`config.mk`:
```
export PLATFORM = sky130hd
export DESIGN_NAME = lvda_serial_word_tx
export DESIGN_NICKNAME = d
export VERILOG_FILES = /design/src/rtl/lvda_serial_word_tx_pkg.sv /design/src/rtl/lvda_sync_edge.sv /design/src/rtl/lvda_serial_word_tx.sv
export SDC_FILE = /design/constraint.sdc
export NUM_CORES = 1
export LEC_CHECK = 0
export ABC_AREA = 1
export CORE_MARGIN = 3
export CORE_UTILIZATION = 55
export CTS_CLUSTER_DIAMETER = 50
export CTS_CLUSTER_SIZE = 28
export DETAILED_ROUTE_END_ITERATION = 10
export GPL_TIMING_DRIVEN = 0
export PLACE_DENSITY = 0.79
export SLEW_MARGIN = 25
export SYNTH_ARGS = -nofsm -noshare
export SYNTH_HDL_FRONTEND = slang
export SYNTH_HIERARCHICAL = 1
export SYNTH_SLANG_ARGS = --single-unit
```
`constraint.sdc`:
```
create_clock -name SIM_CLK -period 1.9 [get_ports SIM_CLK]
set_input_delay 0.285 -clock SIM_CLK [delete_from_list [all_inputs] [get_ports SIM_CLK]]
set_output_delay 0.285 -clock SIM_CLK [all_outputs]
set_load 0.02 [all_outputs]
```
`src/rtl/lvda_serial_word_tx_pkg.sv`:
```
// rtl/lvda_serial_word_tx_pkg.sv - shared LVDC/LVDA serial link definitions
//
// Purpose: constants and FSM encoding shared between the LVDA serial word
//          transmitter and the LVDC capture logic.
// Contents:
//   LVDC_WORD_W       data bits per frame
//   LVDC_GUARD_SLOTS  strobe edges between frame start and the first sampled bit
//   LVDC_SYNC_STAGES  synchroniser depth for the asynchronous link inputs
//   lvdc_state_e      frame FSM state encoding
//   cnt_w()           width of a down-counter that must hold max_val
package lvda_serial_word_tx_pkg;

  localparam int LVDC_WORD_W      = 26;
  localparam int LVDC_GUARD_SLOTS = 1;
  localparam int LVDC_SYNC_STAGES = 2;

  typedef enum logic [1:0] {
    ST_IDLE  = 2'd0,
    ST_GUARD = 2'd1,
    ST_SHIFT = 2'd2,
    ST_LATCH = 2'd3
  } lvdc_state_e;

  function automatic int cnt_w(input int max_val);
    return (max_val < 1) ? 1 : $clog2(max_val + 1);
  endfunction

endpackage

```
`src/rtl/lvda_sync_edge.sv`:
```
// rtl/lvda_sync_edge.sv - multi-flop synchroniser with rising-edge pulse
//
// Purpose: brings an asynchronous level into the i_clk domain and flags its
//          rising edge with a single-cycle pulse.
// Ports:
//   i_clk    in   clock
//   i_rst    in   synchronous reset, active-high; clears every flop
//   i_async  in   asynchronous input level
//   o_level  out  synchronised level (STAGES flops deep)
//   o_rise   out  1-cycle pulse on the first cycle o_level is high
module lvda_sync_edge #(
  parameter int STAGES = 2
) (
  input  logic i_clk,
  input  logic i_rst,
  input  logic i_async,
  output logic o_level,
  output logic o_rise
);

  logic [STAGES-1:0] r_sync;
  logic              r_level_d;

  always_ff @(posedge i_clk) begin
    if (i_rst) begin
      r_sync    <= '0;
      r_level_d <= 1'b0;
    end else begin
      r_sync    <= {r_sync[STAGES-2:0], i_async};
      r_level_d <= r_sync[STAGES-1];
    end
  end

  assign o_level = r_sync[STAGES-1];
  // Combinational edge so that the consumer acts one cycle after the level
  // settles: total latency from the input rise is STAGES+1 clocks.
  assign o_rise  = r_sync[STAGES-1] & ~r_level_d;

endmodule

```
`src/rtl/lvda_serial_word_tx.sv`:
```
// rtl/lvda_serial_word_tx.sv - LVDA serial word transmitter (DATAV driver)
//
// Purpose: shifts a WORD_W-bit word MSB first onto DATA_OUT, paced by the
//          rising edges of the WDA strobe. A PBV rise sampled on a WDA edge
//          starts a frame; GUARD_SLOTS edges follow before the first bit.
// Ports:
//   SIM_CLK   in   single clock
//   SIM_RST   in   synchronous reset, active-high
//   WDA       in   asynchronous bit strobe
//   PBV       in   asynchronous frame-request level
//   tx_data   in   word to transmit
//   tx_valid  in   tx_data valid
//   tx_ready  out  staging register empty
//   DATA_OUT  out  serial data
//   busy      out  frame in GUARD or SHIFT
//   done      out  1-cycle pulse on the receiver latch edge
//   underrun  out  1-cycle pulse when a frame starts with nothing staged
//   restart   out  1-cycle pulse when a frame start aborts a running frame
module lvda_serial_word_tx
  import lvda_serial_word_tx_pkg::*;
#(
  parameter int WORD_W      = LVDC_WORD_W,
  parameter int GUARD_SLOTS = LVDC_GUARD_SLOTS,
  parameter int SYNC_STAGES = LVDC_SYNC_STAGES
) (
  input  logic              SIM_CLK,
  input  logic              SIM_RST,
  input  logic              WDA,
  input  logic              PBV,
  input  logic [WORD_W-1:0] tx_data,
  input  logic              tx_valid,
  output logic              tx_ready,
  output logic              DATA_OUT,
  output logic              busy,
  output logic              done,
  output logic              underrun,
  output logic              restart
);

  localparam int GCNT_W = cnt_w(GUARD_SLOTS);
  localparam int BCNT_W = cnt_w(WORD_W - 1);

  lvdc_state_e       r_state, w_state_nxt;
  logic [WORD_W-1:0] r_sr, w_sr_nxt;
  logic [WORD_W-1:0] r_stage_data;
  logic              r_staged;
  logic              r_pbv_prev;
  logic [GCNT_W-1:0] r_gcnt, w_gcnt_nxt;
  logic [BCNT_W-1:0] r_bcnt, w_bcnt_nxt;
  logic              r_data_out, w_data_out_nxt;
  logic              r_done, w_done_nxt;
  logic              r_underrun, w_underrun_nxt;
  logic              r_restart, w_restart_nxt;

  logic w_wr;
  logic w_wda_s;
  logic w_pbv_s;
  logic w_pbv_rise_unused;
  logic w_fs;
  logic w_load;

  lvda_sync_edge #(.STAGES(SYNC_STAGES)) u_sync_wda (
    .i_clk   (SIM_CLK),
    .i_rst   (SIM_RST),
    .i_async (WDA),
    .o_level (w_wda_s),
    .o_rise  (w_wr)
  );

  // PBV is only ever looked at on a strobe edge, so its own edge pulse is
  // not needed; the level is compared against r_pbv_prev instead.
  lvda_sync_edge #(.STAGES(SYNC_STAGES)) u_sync_pbv (
    .i_clk   (SIM_CLK),
    .i_rst   (SIM_RST),
    .i_async (PBV),
    .o_level (w_pbv_s),
    .o_rise  (w_pbv_rise_unused)
  );

  assign w_fs   = w_wr & w_pbv_s & ~r_pbv_prev;
  assign w_load = tx_valid & ~r_staged;

  // State register
  always_ff @(posedge SIM_CLK) begin
    if (SIM_RST) r_state <= ST_IDLE;
    else         r_state <= w_state_nxt;
  end

  // Next-state logic; a frame start wins over every other transition
  always_comb begin
    w_state_nxt = r_state;
    if (w_fs) begin
      w_state_nxt = ST_GUARD;
    end else if (w_wr) begin
      case (r_state)
        ST_GUARD: if (r_gcnt == GCNT_W'(1)) w_state_nxt = ST_SHIFT;
        ST_SHIFT: if (r_bcnt == '0)         w_state_nxt = ST_LATCH;
        ST_LATCH: w_state_nxt = ST_IDLE;
        default:  w_state_nxt = r_state;
      endcase
    end
  end

  // Output / datapath logic
  always_comb begin
    w_sr_nxt       = r_sr;
    w_gcnt_nxt     = r_gcnt;
    w_bcnt_nxt     = r_bcnt;
    w_data_out_nxt = r_data_out;
    w_done_nxt     = 1'b0;
    w_underrun_nxt = 1'b0;
    w_restart_nxt  = 1'b0;
    if (w_fs) begin
      w_sr_nxt       = r_staged ? r_stage_data : '0;
      w_underrun_nxt = ~r_staged;
      w_restart_nxt  = (r_state != ST_IDLE);
      w_data_out_nxt = 1'b0;
      w_gcnt_nxt     = GCNT_W'(GUARD_SLOTS);
    end else if (w_wr) begin
      case (r_state)
        ST_GUARD: begin
          w_gcnt_nxt = r_gcnt - GCNT_W'(1);
          if (r_gcnt == GCNT_W'(1)) begin
            w_data_out_nxt = r_sr[WORD_W-1];
            w_bcnt_nxt     = BCNT_W'(WORD_W - 1);
          end
        end
        ST_SHIFT: begin
          // This edge is the receiver's sample of the bit on the line.
          if (r_bcnt != '0) begin
            w_sr_nxt       = r_sr << 1;
            w_data_out_nxt = r_sr[WORD_W-2];
            w_bcnt_nxt     = r_bcnt - BCNT_W'(1);
          end else begin
            w_data_out_nxt = 1'b0;
          end
        end
        ST_LATCH: w_done_nxt = 1'b1;
        default:  w_done_nxt = 1'b0;
      endcase
    end
  end

  always_ff @(posedge SIM_CLK) begin
    if (SIM_RST) begin
      r_sr       <= '0;
      r_gcnt     <= '0;
      r_bcnt     <= '0;
      r_data_out <= 1'b0;
      r_done     <= 1'b0;
      r_underrun <= 1'b0;
      r_restart  <= 1'b0;
      r_pbv_prev <= 1'b0;
    end else begin
      r_sr       <= w_sr_nxt;
      r_gcnt     <= w_gcnt_nxt;
      r_bcnt     <= w_bcnt_nxt;
      r_data_out <= w_data_out_nxt;
      r_done     <= w_done_nxt;
      r_underrun <= w_underrun_nxt;
      r_restart  <= w_restart_nxt;
      if (w_wr) r_pbv_prev <= w_pbv_s;
    end
  end

  // Staging register. The frame start drains the old contents before the
  // load below re-fills it, so a word loaded on the same cycle is kept.
  always_ff @(posedge SIM_CLK) begin
    if (SIM_RST) begin
      r_staged     <= 1'b0;
      r_stage_data <= '0;
    end else begin
      if (w_fs) r_staged <= 1'b0;
      if (w_load) begin
        r_staged     <= 1'b1;
        r_stage_data <= tx_data;
      end
    end
  end

  assign tx_ready = ~r_staged;
  assign DATA_OUT = r_data_out;
  assign busy     = (r_state == ST_GUARD) || (r_state == ST_SHIFT);
  assign done     = r_done;
  assign underrun = r_underrun;
  assign restart  = r_restart;

endmodule

```
==> metrics.md, run 1 <==
| Metric | Value |
|---|---|
| Outcome | finished, final reports clean |
| Post-Route Skew | 0.00498 ns |
| First-pass GRT wire length | 11700 um |
| Slew @ Worst Pin | 0.488 ns |
| Critical Path Source | r_state[1] |
| Post-route setup TNS | 0 ns |
| Clock Path Buffers | 2 |
| Setup CP Type | register to output port |
| Final antenna-violating net count | 0 |
| Critical Path RT | 1.62 ns |
| Die width | 80.6 um |
| DP Worst Slack | -0.0503 ns |
| Setup violators final | 0 |
| Number of buffers added on ports | 36 |
| DR vias | 2817 |
| Wire per inst | 11.7 um |
| Final Hold Fails | 0 |
| CORE AREA | 0.00524 sq mm |
| Num CTS Buffers | 9 |
| CTS Sinks | 71 |
| Final Cycle Share | 0.928 |
| Tot GR Track Use | 0.234 |
| Peak Freq | 567 MHz |
| Reg2reg start | r_state[1] |
| Worst reg2reg setup slack | 0.22 ns |
| H-tree depth | 3 |
| Core Util, Final | 0.707 |
| Max_cap viols | 0 |
| Grt ovf | 0 |
| Initial Util | 0.585 |
| Leakage Power | 0.00153 uW |
| Synth Cell Area | 0.00306 sq mm |
| Final Slew Violations | 0 |
| Fillers | 462 |
| CP max stage cell | dfxtp_1 |
| I/O Pins | 37 |
| DRC violations left | 0 |
| DRT Wirelength | 6510 um |
| Final worst setup slack | 0.137 ns |
| Root Driver | clkbuf_8 |
| Crit path DAT | 1.48 ns |
| Dpl cells | 542 |
| Peak per-stage delay on the critical path | 0.40 ns |
| Final cell count without fillers | 558 |
| Initial antenna violation count | 0 |
| CTS tree | yes |
| Die height | 80.6 um |
| Power per standard cell area | 807 mW/mm^2 |
| Worst Setup Start Kind | register |
| Post-DP HPWL | 4700 um |
| RSZ-0062 raised after global routing | false |
| Crit path cell chain | inv_1, ha_1, clkdlybuf4s15_1 |
| Multi-input gate area | 0.00144 sq mm |
| Setup repair bufs after CTS | 0 |
| Maximum vdd drop | 0.621 mV |
| Pin count of the biggest net entering global routing | 12 |
| Syn_nets | 473 |
| CTS Hold Bufs | 0 |
| GPL Wtd Cong | 0.831 |
| Starting DRT DRC Count | 181 |
| Minimum clock period | 1.76 ns |
| Die area | 0.00650 sq mm |
| Ys Warns | 6 |
| Share of cells above drive strength 1 | 0.0635 |
| Worst Setup End Kind | output port |
| Max-slew headroom | 0.674 |
| Layout overhead on the synthesized area | 20.9% |
| # rows | 26 |
| Hold path startpoint | u_sync_wda/r_sync[0] |
| Latest clock arrival within the worst-skew pair | 0.34 ns |
| Hold WC Path Type | register to register |
| DR pass1 iterations | 4 |
| Via density | 5.05 |
| Vias in the first global route | 2714 |
| Worst-path maximum fanout | 4 |
| Synthesized area per cell | 7.03 sq um |
| ANT cells | 0 |
| NumNets Final | 520 |
| FF/Latch Area | 0.00142 sq mm |
| Gate count after technology mapping | 436 |
| Clock transition at the registers of the reported paths | 0.07 ns |
[stage by stage]
stage | hold slack (ns) | power [uW] | instance area [sq um]
finish | 0.404 | 2990 | 3700
global route | 0.420 | 3130 | 3700
CTS | 0.407 | 3010 | 3700
detailed placement | 0.395 | 1850 | 3510
global placement | 0.393 | 1840 | 3510
floorplan | 0.356 | 1740 | 3060
[flip-flops by register name, summed over array words and instances, names as in the netlist, 2 cells and up]
signal             cells
r_sr                  26
r_stage_data          26
r_bcnt                 5
r_state                2
u_sync_pbv/r_sync      2
u_sync_wda/r_sync      2
[metal layers]
layer | track usage | wire length, um | part of all wire | up-vias
met1 | 0.299 | 3060 | 0.47 | 1244
met3 | 0.0415 | 374 | 0.057 | 13
met4 | 0.130 | 138 | 0.021 | 0
li1 | - | - | - | 1485
met2 | 0.373 | 2940 | 0.45 | 75
met5 | 0 | 0 | 0 | -
[placed cells by master (no fill, tap or decap), types with 2 or more instances in the layout]
cell and count:
nand2_1 128, nor2_1 74, dfxtp_1 71, clkdlybuf4s50_1 35
nand3_1 34, a21oi_1 33, o21ai_0 30, inv_1 23
clkbuf_1 15, clkbuf_8 10, ha_1 6, buf_2 4
clkinv_2 3, inv_2 2, nand3_2 2, buf_4 2
buf_6 2
[power breakdown]
part | switching, uW | internal [uW] | leakage [uW] | total [uW]
registers | 33.7 | 1550 | 0.000579 | 1580
logic | 128 | 111 | 0.000855 | 238
clock network | 530 | 636 | 0.000100 | 1170
[final timing paths]
check,to,cells after the start
setup / recovery,busy,3
hold / removal,u_sync_wda/r_sync[1],2
setup reg to reg,r_bcnt[1],8
hold reg to reg,u_sync_wda/r_sync[1],2
[critical path: cells and delay by family (launching register included)]
kind | cells | cell delay (ns)
buffers and inverters | 2 | 0.41
DFF | 1 | 0.40
adders and majority gates | 1 | 0.33
[timing repair]
item	4_1_cts	5_1_grt
pin swaps	0	0
resized for setup	1	2
setup endpoints to repair	1	8
hold endpoints to repair	0	0
[cell type report]
| class | count | share of cell area |
|---|---|---|
| clock inverters | 4 | 0.0122 |
| inverters | 25 | 0.0253 |
| well taps | 70 | 0.0236 |
| flip-flops and latches | 71 | 0.384 |
| plain buffers | 22 | 0.0297 |
| multi-input cells | 318 | 0.389 |
| repair buffers | 36 | 0.0973 |
| clock buffers | 12 | 0.0392 |
Power figures use the tool's default switching activity.
==> run 2: changes to the inputs <==
Settings changed: CAP_MARGIN set to 20, CORE_ASPECT_RATIO set to 1.1.
==> metrics.md, run 2 (synthesized netlist as in run 1, its figures left out) <==
| Metric | Value |
|---|---|
| Starting DRT DRC Count | 196 (was 181) |
| RSZ-0062 raised after global routing | false (unchanged) |
| Combinational group share of total power | 0.078 (was 0.080) |
| Worst reg2reg setup slack | 0.24 ns (was 0.22 ns) |
| Pint | 2300 uW (about the same) |
| Clock power share | 0.403 (was 0.391) |
| CTS Hold Bufs | 0 (unchanged) |
| Outcome | finished, final reports clean (unchanged) |
| Max-slew headroom | 0.653 (was 0.674) |
| Crit path DAT | 1.50 ns (was 1.48 ns) |
| Pin count of the biggest net entering global routing | 14 (was 12) |
| Share of power burned in registers | 0.519 (was 0.530) |
| Die width | 77.2 um (was 80.6 um) |
| Worst Setup End Kind | output port (unchanged) |
| Worst Hold End | u_sync_pbv/r_sync[1] (was u_sync_wda/r_sync[1]) |
| GPL Wtd Cong | 0.854 (was 0.831) |
| Tot GR Track Use | 0.215 (was 0.234) |
| Worst Setup Start Kind | register (unchanged) |
| I/O Pins | 37 (unchanged) |
| Wire per inst | 11.8 um (was 11.7 um) |
| Clock Path Buffers | 2 (unchanged) |
| Via density | 5.00 (was 5.05) |
| CORE AREA | 0.00520 sq mm (was 0.00524 sq mm) |
| Root Driver | clkbuf_8 (unchanged) |
| Total Power | 3050 uW (was 2990 uW) |
| Setup CP Type | register to output port (unchanged) |
| Critical Path RT | 1.62 ns (about the same) |
| Maximum vdd drop | 0.509 mV (was 0.621 mV) |
| Reg2Reg Depth | 8 (unchanged) |
| Final antenna-violating net count | 0 (unchanged) |
| Final Hold Fails | 0 (unchanged) |
| Leakage Power | 0.00153 uW (about the same) |
| Final Slew Violations | 0 (unchanged) |
| Sw Share | 0.245 (was 0.232) |
| Post-DP HPWL | 4720 um (was 4700 um) |
| # rows | 27 (was 26) |
| Grt ovf | 0 (unchanged) |
| CTS tree | yes (unchanged) |
| Biggest regs | r_sr: 26 flops, r_stage_data: 26 flops, r_bcnt: 5 flops (unchanged) |
| ANT cells | 0 (unchanged) |
| Latest clock arrival within the worst-skew pair | 0.35 ns (was 0.34 ns) |
| Layout overhead on the synthesized area | 21.5% (was 20.9%) |
| Power per standard cell area | 820 mW/mm^2 (was 807 mW/mm^2) |
| Post-Route Skew | 0.0112 ns (was 0.00498 ns) |
| Minimum clock period | 1.79 ns (was 1.76 ns) |
| DR pass1 iterations | 4 (unchanged) |
| Die area | 0.00650 sq mm (about the same) |
| Clock transition at the registers of the reported paths | 0.08 ns (was 0.07 ns) |
| Initial Util | 0.589 (was 0.585) |
| Hold path startpoint | u_sync_pbv/r_sync[0] (was u_sync_wda/r_sync[0]) |
| Core Util, Final | 0.715 (was 0.707) |
| DRT Wirelength | 6600 um (was 6510 um) |
| Num CTS Buffers | 9 (unchanged) |
| Share of cells above drive strength 1 | 0.0676 (was 0.0635) |
| DRC violations left | 0 (unchanged) |
| Final worst setup slack | 0.110 ns (was 0.137 ns) |
| Most common cell after layout, fill and taps aside | nand2_1 (unchanged) |
| DP Worst Slack | -0.0250 ns (was -0.0503 ns) |
| Slew @ Worst Pin | 0.520 ns (was 0.488 ns) |
| Setup violators final | 0 (unchanged) |
| Hold WC Path Type | register to register (unchanged) |
| Worst-path maximum fanout | 4 (unchanged) |
| Final Cycle Share | 0.942 (was 0.928) |
| Reg2reg start | r_state[1] (unchanged) |
| CTS Sinks | 71 (unchanged) |
| Vias in the first global route | 2571 (was 2714) |
| Number of buffers added on ports | 36 (unchanged) |
| First-pass GRT wire length | 11300 um (was 11700 um) |
| Worst hold path depth | 2 (unchanged) |
| Peak Freq | 559 MHz (was 567 MHz) |
| Commonest non-fill, non-tap cells in the layout | nand2_1 (128), nor2_1 (74), dfxtp_1 (71), clkdlybuf4s50_1 (35), nand3_1 (34) (unchanged) |
| DR vias | 2802 (was 2817) |
| Die height | 84.3 um (was 80.6 um) |
| H-tree depth | 3 (unchanged) |
| Max_cap viols | 0 (unchanged) |
| NumNets Final | 520 (unchanged) |
| Initial antenna violation count | 0 (unchanged) |
| NetSw | 748 uW (was 692 uW) |
| Hold slack | 0.409 ns (was 0.404 ns) |
| RR Endpoint | r_bcnt[1] (unchanged) |
run 2: per-stage QoR:
step,TNS (ns),cell area [sq um],cells
4_1_cts,0,3720,560
2_1_floorplan,0,3060,436
5_1_grt,0,3720,560
6_report,0,3720,560
3_5_place_dp,-0.101,3510,544
3_3_place_gp,-0.00212,3510,544
run 2: worst max-delay path, cell delays in order (launching register included):
cell,delay [ns]
dfxtp_1,0.40
inv_1,0.10
ha_1,0.33
dlygate4sd2_1,0.33
run 2: repair_timing:
action / CTS / global route
endpoints found under the setup margin: 1 / 22
gates cloned: 0 / 0
pin swaps: 0 / 0
gates resized for setup: 1 / 1
buffers inserted: 0 / 0
run 2: power by group through the flow:
stage	sequential, uW	clock, uW	combinational, uW
floorplan	1610	0	137
global placement	1620	0	232
detailed placement	1620	0	237
CTS	1580	1250	239
global route	1590	1330	269
finish	1580	1230	238
run 2: worst max-delay path by stage:
stage	startpoint	endpoint	slack, ns	depth (start not counted)
floorplan	r_state[0]	r_bcnt[1]	0.43	7
global placement	SIM_RST	r_stage_data[25]	-0.002	6
detailed placement	SIM_RST	r_stage_data[25]	-0.03	6
CTS	u_sync_wda/r_sync[1]	r_bcnt[1]	0.09	8
global route	r_state[0]	busy	0.009	3
finish	r_state[0]	busy	0.11	3
run 2: final cells by class:
class	instances	area, sq um
plain buffers	22	110
multi-input cells	318	1440
well taps	72	90.1
fillers	489	1480
inverters	25	93.8
clock buffers	10	138
clock inverters	6	70.1
repair buffers	36	359
flip-flops and latches	71	1420
run 2: routing by layer:
| metal | GRT usage | up-vias | part of all wire |
|---|---|---|---|
| li1 | - | 1481 | - |
| met1 | 0.276 | 1247 | 0.46 |
| met2 | 0.344 | 64 | 0.47 |
| met3 | 0.0547 | 10 | 0.055 |
| met4 | 0.0890 | 0 | 0.017 |
| met5 | 0 | - | 0 |
==> run 3: changes to the inputs <==
Settings changed: GPL_ROUTABILITY_DRIVEN set to 0, SETUP_SLACK_MARGIN set to 0.15, SLEW_MARGIN 25 to 15.
==> metrics.md, run 3 (synthesized netlist as in run 1, its figures left out) <==
| Metric | Value |
|---|---|
| Outcome | finished, final reports clean (unchanged) |
| Layout overhead on the synthesized area | 22.3% (was 21.5%) |
| Die width | 77.2 um (unchanged) |
| # rows | 27 (unchanged) |
| Post-Route Skew | 0.0112 ns (about the same) |
| Setup CP Type | register to output port (unchanged) |
| Hold path startpoint | u_sync_pbv/r_sync[0] (unchanged) |
| Root Driver | clkbuf_8 (unchanged) |
| CTS tree | yes (unchanged) |
| Worst Setup Start Kind | register (unchanged) |
| Vias in the first global route | 2571 (unchanged) |
| Core Util, Final | 0.720 (was 0.715) |
| Dpl cells | 544 (unchanged) |
| Grt ovf | 0 (unchanged) |
| DRT Wirelength | 6590 um (was 6600 um) |
| Leakage Power | 0.00154 uW (was 0.00153 uW) |
| DR vias | 2793 (was 2802) |
| RSZ-0062 raised after global routing | true (was false) |
| CTS Hold Bufs | 0 (unchanged) |
| Worst hold path depth | 2 (unchanged) |
| Worst reg2reg setup slack | 0.30 ns (was 0.24 ns) |
| Minimum clock period | 1.76 ns (was 1.79 ns) |
| ANT cells | 0 (unchanged) |
| Wire per inst | 11.8 um (about the same) |
| Setup repair bufs after CTS | 0 (unchanged) |
| Number of buffers added on ports | 36 (unchanged) |
| Maximum vdd drop | 0.508 mV (was 0.509 mV) |
| Crit path DAT | 1.47 ns (was 1.50 ns) |
| Final Slew Violations | 0 (unchanged) |
| First-pass GRT wire length | 11400 um (was 11300 um) |
| I/O Pins | 37 (unchanged) |
| Commonest non-fill, non-tap cells in the layout | nand2_1 (128), nor2_1 (73), dfxtp_1 (71), nand3_1 (34), clkdlybuf4s50_1 (34) (was nand2_1 (128), nor2_1 (74), dfxtp_1 (71), clkdlybuf4s50_1 (35), nand3_1 (34)) |
| H-tree depth | 3 (unchanged) |
| Die height | 84.3 um (unchanged) |
| Setup violators final | 0 (unchanged) |
| CP max stage cell | dfxtp_1 (unchanged) |
| Peak Freq | 568 MHz (was 559 MHz) |
| # resized after CTS | 2 (was 1) |
| Latest clock arrival within the worst-skew pair | 0.35 ns (about the same) |
| Critical Path Source | r_state[0] (unchanged) |
| Initial antenna violation count | 0 (unchanged) |
| Max-slew headroom | 0.654 (was 0.653) |
| Die area | 0.00650 sq mm (unchanged) |
| Worst Hold End | u_sync_pbv/r_sync[1] (unchanged) |
| Clock Path Buffers | 2 (unchanged) |
| Pin count of the biggest net entering global routing | 14 (unchanged) |
| Power per standard cell area | 814 mW/mm^2 (was 820 mW/mm^2) |
| NumNets Final | 520 (unchanged) |
| Placed cell areas | 0.00351 sq mm (unchanged) |
| Critical Path RT | 1.62 ns (about the same) |
| Final Cycle Share | 0.926 (was 0.942) |
| Via density | 4.99 (was 5.00) |
| Tot GR Track Use | 0.216 (was 0.215) |
| Starting DRT DRC Count | 202 (was 196) |
| Final antenna-violating net count | 0 (unchanged) |
| Post-DP HPWL | 4720 um (unchanged) |
| Final Hold Fails | 0 (unchanged) |
| DR pass1 iterations | 4 (unchanged) |
| Worst-path maximum fanout | 4 (unchanged) |
| Crit path cell chain | inv_1, ha_1, clkdlybuf4s15_1 (was inv_1, ha_1, dlygate4sd2_1) |
| Worst Setup End Kind | output port (unchanged) |
| Slew @ Worst Pin | 0.519 ns (was 0.520 ns) |
| Max_cap viols | 0 (unchanged) |
| Hold slack | 0.409 ns (about the same) |
| Share of cells above drive strength 1 | 0.0697 (was 0.0676) |
| Hold WC Path Type | register to register (unchanged) |
| Final cell count without fillers | 560 (unchanged) |
| RR Endpoint | r_bcnt[1] (unchanged) |
| CORE AREA | 0.00520 sq mm (unchanged) |
| DRC violations left | 0 (unchanged) |
| Peak per-stage delay on the critical path | 0.40 ns (about the same) |
| Reg2Reg Depth | 7 (was 8) |
| Biggest regs | r_sr: 26 flops, r_stage_data: 26 flops, r_bcnt: 5 flops (unchanged) |
| CTS Sinks | 71 (unchanged) |
| Reg2reg start | r_state[0] (was r_state[1]) |
| Most common cell after layout, fill and taps aside | nand2_1 (unchanged) |
| Design area | 0.00375 sq mm (was 0.00372 sq mm) |
| Initial Util | 0.589 (unchanged) |
| Clock transition at the registers of the reported paths | 0.08 ns (about the same) |
| Num CTS Buffers | 9 (unchanged) |
==> run 3: power by group <==
group,leakage (uW),internal [uW],switching [uW]
clock network,0.0000947,645,580
registers,0.000579,1550,37.2
logic,0.000861,111,129
==> run 3: cell type report <==
| type | count | area (sq um) |
|---|---|---|
| Multi-Input combinational cell | 318 | 1460 |
| Buffer | 22 | 110 |
| Clock inverter | 6 | 70.1 |
| Clock buffer | 10 | 138 |
| Fill cell | 483 | 1460 |
| Inverter | 25 | 93.8 |
| Sequential cell | 71 | 1420 |
| Timing Repair Buffer | 36 | 363 |
| Tap cell | 72 | 90.1 |
==> run 3: worst max-delay path: cells and delay by family (launching register included) <==
kind / cells / cell delay, ns
buf+inv: 2 / 0.41
flops: 1 / 0.40
fa+ha+maj: 1 / 0.32
==> run 3: routing by layer <==
| layer | GRT usage | share of wire | wire length, um | vias up |
|---|---|---|---|---|
| met2 | 0.344 | 0.46 | 3050 | 61 |
| met1 | 0.278 | 0.47 | 3100 | 1242 |
| met3 | 0.0547 | 0.049 | 324 | 10 |
| li1 | - | - | - | 1480 |
| met5 | 0 | 0 | 0 | - |
| met4 | 0.0890 | 0.017 | 114 | 0 |
==> run 3: worst max path at each step <==
stage / slack (ns) / end
6_report: 0.14 / busy
5_1_grt: 0.04 / busy
4_1_cts: 0.09 / busy
3_5_place_dp: -0.03 / r_stage_data[25]
3_3_place_gp: -0.002 / r_stage_data[25]
2_1_floorplan: 0.43 / r_bcnt[1]
==> run 3: through the flow <==
stage / setup TNS, ns / setup WS, ns / power [uW]
2_1_floorplan: 0 / 0.429 / 1740
3_3_place_gp: -0.00212 / -0.00212 / 1850
3_5_place_dp: -0.101 / -0.0250 / 1860
4_1_cts: 0 / 0.0934 / 3070
5_1_grt: 0 / 0.0352 / 3190
6_report: 0 / 0.140 / 3050
